===== src/rtl/selector_arbiter_pkg.sv =====
// Shared types and constants for the selector arbiter: FSM state encoding,
// grant side encoding and the burst counter width.
package selector_arbiter_pkg;

  localparam int unsigned CntWidth = 4;

  typedef enum logic [1:0] {
    StIdle   = 2'd0,
    StGrantB = 2'd1,
    StGrantC = 2'd2
  } state_e;

  typedef enum logic {
    SideC = 1'b0,
    SideB = 1'b1
  } side_e;

endpackage


===== src/rtl/selector_arbiter_selector.sv =====
// SELECTOR 2:1 datapath: a_i=1 routes b_i, a_i=0 routes c_i.
module selector_arbiter_selector #(
  parameter int unsigned WIDTH = 8
) (
  output logic [WIDTH-1:0] f_o,
  input  logic             a_i,
  input  logic [WIDTH-1:0] b_i,
  input  logic [WIDTH-1:0] c_i
);

  assign f_o = a_i ? b_i : c_i;

endmodule


===== src/rtl/selector_arbiter.sv =====
// Round-robin arbiter with bounded bursts between requesters B and C, driving
// the shared selector and registering the selected word with a valid strobe.
module selector_arbiter
  import selector_arbiter_pkg::*;
#(
  parameter int unsigned WIDTH     = 8,
  parameter int unsigned MAX_BURST = 4
) (
  input  logic             CLK,
  input  logic             RST,
  input  logic             REQ_B,
  input  logic             REQ_C,
  input  logic [WIDTH-1:0] B_IN,
  input  logic [WIDTH-1:0] C_IN,
  output logic             GNT_B,
  output logic             GNT_C,
  output logic             SEL,
  output logic [WIDTH-1:0] F_OUT,
  output logic             VALID_OUT
);

  localparam logic [CntWidth-1:0] BurstLast = CntWidth'(MAX_BURST - 1);

  state_e              state_q, state_d;
  side_e               last_q, last_d;
  logic [CntWidth-1:0] cnt_q, cnt_d;
  logic                sel_q, sel_d;
  logic [WIDTH-1:0]    f_q;
  logic                valid_q;
  logic [WIDTH-1:0]    sel_data;
  logic                xfer;

  selector_arbiter_selector #(
    .WIDTH (WIDTH)
  ) u_selector (
    .f_o (sel_data),
    .a_i (sel_q),
    .b_i (B_IN),
    .c_i (C_IN)
  );

  assign xfer = ((state_q == StGrantB) && REQ_B) || ((state_q == StGrantC) && REQ_C);

  always_comb begin
    state_d = state_q;
    last_d  = last_q;
    cnt_d   = '0;
    sel_d   = sel_q;
    unique case (state_q)
      StIdle: begin
        if (REQ_B && REQ_C) begin
          state_d = (last_q == SideC) ? StGrantB : StGrantC;
        end else if (REQ_B) begin
          state_d = StGrantB;
        end else if (REQ_C) begin
          state_d = StGrantC;
        end
      end
      StGrantB: begin
        if (!REQ_B) begin
          state_d = REQ_C ? StGrantC : StIdle;
        end else if ((cnt_q == BurstLast) && REQ_C) begin
          state_d = StGrantC;
        end else begin
          // Uncontested burst limit wraps the counter and keeps the grant.
          cnt_d = (cnt_q == BurstLast) ? '0 : cnt_q + 1'b1;
        end
      end
      StGrantC: begin
        if (!REQ_C) begin
          state_d = REQ_B ? StGrantB : StIdle;
        end else if ((cnt_q == BurstLast) && REQ_B) begin
          state_d = StGrantB;
        end else begin
          cnt_d = (cnt_q == BurstLast) ? '0 : cnt_q + 1'b1;
        end
      end
      default: state_d = StIdle;
    endcase

    if (state_d != state_q) begin
      cnt_d = '0;
      if (state_d == StGrantB) begin
        last_d = SideB;
      end else if (state_d == StGrantC) begin
        last_d = SideC;
      end
    end

    if (state_d == StGrantB) begin
      sel_d = 1'b1;
    end else if (state_d == StGrantC) begin
      sel_d = 1'b0;
    end
  end

  always_ff @(posedge CLK) begin
    if (RST) begin
      state_q <= StIdle;
      last_q  <= SideC;
      cnt_q   <= '0;
      sel_q   <= 1'b0;
      f_q     <= '0;
      valid_q <= 1'b0;
    end else begin
      state_q <= state_d;
      last_q  <= last_d;
      cnt_q   <= cnt_d;
      sel_q   <= sel_d;
      valid_q <= xfer;
      if (xfer) begin
        f_q <= sel_data;
      end
    end
  end

  assign GNT_B     = (state_q == StGrantB);
  assign GNT_C     = (state_q == StGrantC);
  assign SEL       = sel_q;
  assign F_OUT     = f_q;
  assign VALID_OUT = valid_q;

endmodule


===== config.mk =====
export PLATFORM = sky130hd
export DESIGN_NAME = selector_arbiter
export DESIGN_NICKNAME = d
export VERILOG_FILES = /design/src/rtl/selector_arbiter_pkg.sv /design/src/rtl/selector_arbiter_selector.sv /design/src/rtl/selector_arbiter.sv
export SDC_FILE = /design/constraint.sdc
export NUM_CORES = 1
export LEC_CHECK = 0
export CAP_MARGIN = 20
export CORE_AREA = 8 8 66 54
export CTS_CLUSTER_DIAMETER = 120
export CTS_CLUSTER_SIZE = 40
export DETAILED_ROUTE_END_ITERATION = 8
export DIE_AREA = 0 0 74 62
export PLACE_DENSITY_LB_ADDON = 0.1
export SETUP_SLACK_MARGIN = 0.4
export SLEW_MARGIN = 10
export SYNTH_ARGS = -nofsm -noshare
export SYNTH_HDL_FRONTEND = slang
export SYNTH_SLANG_ARGS = --single-unit

===== constraint.sdc =====
create_clock -name CLK -period 1.9 [get_ports CLK]
set_input_delay 0.38 -clock CLK [delete_from_list [all_inputs] [get_ports CLK]]
set_output_delay 0.38 -clock CLK [all_outputs]
set_load 0.01 [all_outputs]

==> impl_metrics.ini <==
[outcome]
run_status = finished clean

[cts]
clock-root-buffer = clkbuf_4
cts_tree = yes
cts_buffer_depth = 2
h-tree-depth = 1
path_clk_slew_ps = 100
clock_latency_ps = 290
cts_buffers = 3
clock_sinks = 17
hold_buffers = 0

[worst_hold_path]
holdCritPathClass = reg -> reg

[timing]
fin_crit_sh_pct = 94.0
setup_tns_ps = 0
rsz0062_at_grt = true
slew_violations = 0
setup_viol = 0
max_freq_mhz = 560
period_needed_ps = 1790
hold_ws_ps = 499
worst_slew_pin_slew_ps = 313
relSlewSlack_pct = 79.1
timing.final.hold_violations = 0
fin_skew_ps = 4.47

[layout]
nFillCells = 229
multi_input_area_um2 = 657
finalNonFillerCells = 179
drive_above_1_share_pct = 35.7
area_growth_pct = 59.5
nNetsFinal = 170
diodes = 0
seq_area_um2 = 350

[synth]
synth.avg_cell_area_um2 = 10.2
yosysMostFrequentCell = dfxtp_1
synthDistinctLibCells = 31
ys_top_cells_by_area = dfxtp_1 (36%), mux2i_1 (10%), ha_1 (7.8%)
synth_seq_cells = 17
synth_flop_cell = dfxtp_1
synthCells = 94
synth.cell_area_um2 = 958
synth_commonest_cells = dfxtp_1 (17), nor2_1 (14), mux2i_1 (10), a211oi_1 (8), ha_1 (6)
synth_warnings = 0
yosysSeqAreaShare_pct = 35.5
syn_nets = 120
synth_edf_count = 0
synth_top_area_cell = dfxtp_1
yosysTopAreaCellShare_pct = 35.5
async_flop_share_pct = 0

[grt]
grt_max_degree = 17
overflow = 0
grt_util_all_layers_pct = 10.6
grt_pass1_vias = 815
antenna_found_initial = 0
grt_pass1_wl_um = 3740

[die]
die_w_um = 74
coreArea_mm2 = 0.00250
initial_core_util_pct = 38.3
die_y_um = 62
ioPinCount = 32
die-area_mm2 = 0.00459
floorplan.rows = 16

[flow_run]
maxCapViolCount = 0

[power]
p_sw_mw = 0.590
swShare_pct = 36.6
clock_power_share_pct = 12.4
power.density_mw_per_mm2 = 1060
seq_power_share_pct = 29.6
vdd.ir_drop.worst_v = 0.000668
p_leak_nw = 0.604
internal_power_mw = 1.02
p_comb_share_pct = 58.0

[routing]
drt-wirelength-per-cell_um = 13.8
drt_iter0_markers = 39
drc = 0
wirelength_um = 2470
dr.pass1.iters = 4
ant_nets = 0
vias = 834
vias_per_cell = 4.66

[placed_design]
dp.cells = 164
hpwl_um = 1920
io_buffer_count = 31
routabilityCongestion = 0.899

[worst_setup_path]
cp.arrival_ps = 2030
path_class = reg -> reg
required_ps = 2140
cp-start-kind = flip-flop
endpoint_kind = flip-flop
cp_max_fo = 4
==> layer usage <==
layer  share of wire, %  global-route usage [%]
met1                 46                    13.4
met2                 49                    16.3
met3                5.1                    4.65
met4                  0                    1.70
met5                  0                       0
==> worst max-delay path, stage by stage (launching register included) <==
cell and delay, ps:
dfxtp_4 380, buf_6 120, ha_4 160, o21ai_2 60, a31oi_2 70, o31ai_4 350
xnor2_2 190, nand4_2 190, buf_6 160, nor2_1 60
==> flip-flops by register name (all words and copies together), names as in the netlist <==
signal     count
F_OUT          8
cnt_q          4
state_q        2
SEL            1
VALID_OUT      1
last_q         1
==> stage by stage <==
step	util [%]	total power [mW]	setup slack [ps]	instance area [um^2]
after floorplan	-	1.04	194	1030
after global placement	56.5	1.33	-445	1410
after detailed placement	56.5	1.33	-499	1410
after CTS	59.7	1.57	125	1490
after global routing	61.1	1.72	19.2	1530
final	61.1	1.61	115	1530
==> layout by cell type (no fill, tap or decap), types with 2 or more instances in the layout <==
cell type	synthesis	layout
nand3_1	2	2
mux2i_1	10	9
inv_4	0	2
nor2_1	14	13
xnor2_2	2	2
dfxtp_1	17	13
inv_1	4	2
clkbuf_4	0	3
ha_4	0	5
buf_6	1	2
dlygate4sd2_1	0	11
nor2b_1	3	3
nor2_2	1	2
clkdlybuf4s50_1	0	17
nand2b_1	3	3
a211oi_1	8	8
dfxtp_2	0	2
o21ai_2	0	2
dfxtp_4	0	2
buf_2	0	2
nand2_1	2	2
buf_4	0	16
==> final cells by class <==
class | instances | area share [%]
Timing Repair Buffer | 49 | 28.2
Inverter | 4 | 1.31
Sequential cell | 17 | 22.9
Tap cell | 36 | 2.95
Clock buffer | 4 | 1.72
Multi-Input combinational cell | 69 | 43.0
==> power by group through the flow <==
| stage | clock [mW] | sequential, mW | combinational, mW |
|---|---|---|---|
| 2_1_floorplan | 0 | 0.520 | 0.518 |
| 3_3_place_gp | 0 | 0.504 | 0.824 |
| 3_5_place_dp | 0 | 0.505 | 0.828 |
| 4_1_cts | 0.204 | 0.479 | 0.885 |
| 5_1_grt | 0.224 | 0.488 | 1.01 |
| 6_report | 0.200 | 0.478 | 0.936 |
==> path summary, 6_finish.rpt <==
kind | cells past startpoint | endpoint | slack [ps] | start
max | 9 | cnt_q[2]$_SDFF_PP0_ | 110 | state_q[0]$_SDFF_PP0_
min | 2 | F_OUT[2]$_SDFFE_PP0P_ | 500 | F_OUT[2]$_SDFFE_PP0P_
max reg2reg | 9 | cnt_q[2]$_SDFF_PP0_ | 110 | state_q[0]$_SDFF_PP0_
min reg2reg | 2 | F_OUT[2]$_SDFFE_PP0P_ | 500 | F_OUT[2]$_SDFFE_PP0P_
==> what timing repair did <==
action / CTS / global route
setup endpoints to repair: 28 / 10
pin swaps: 4 / 8
gates resized for setup: 25 / 4
setup buffers: 8 / 3
==> kinds of logic after synthesis <==
kind of cell	after synthesis	synth area share, %
compound gates	19	19.3
mux	11	11.6
xor+xnor	3	4.31
flops	17	35.5
simple gates	30	17.5
fa+ha+maj	6	7.83
buf+inv	8	3.92
Power figures use the tool's default switching activity.
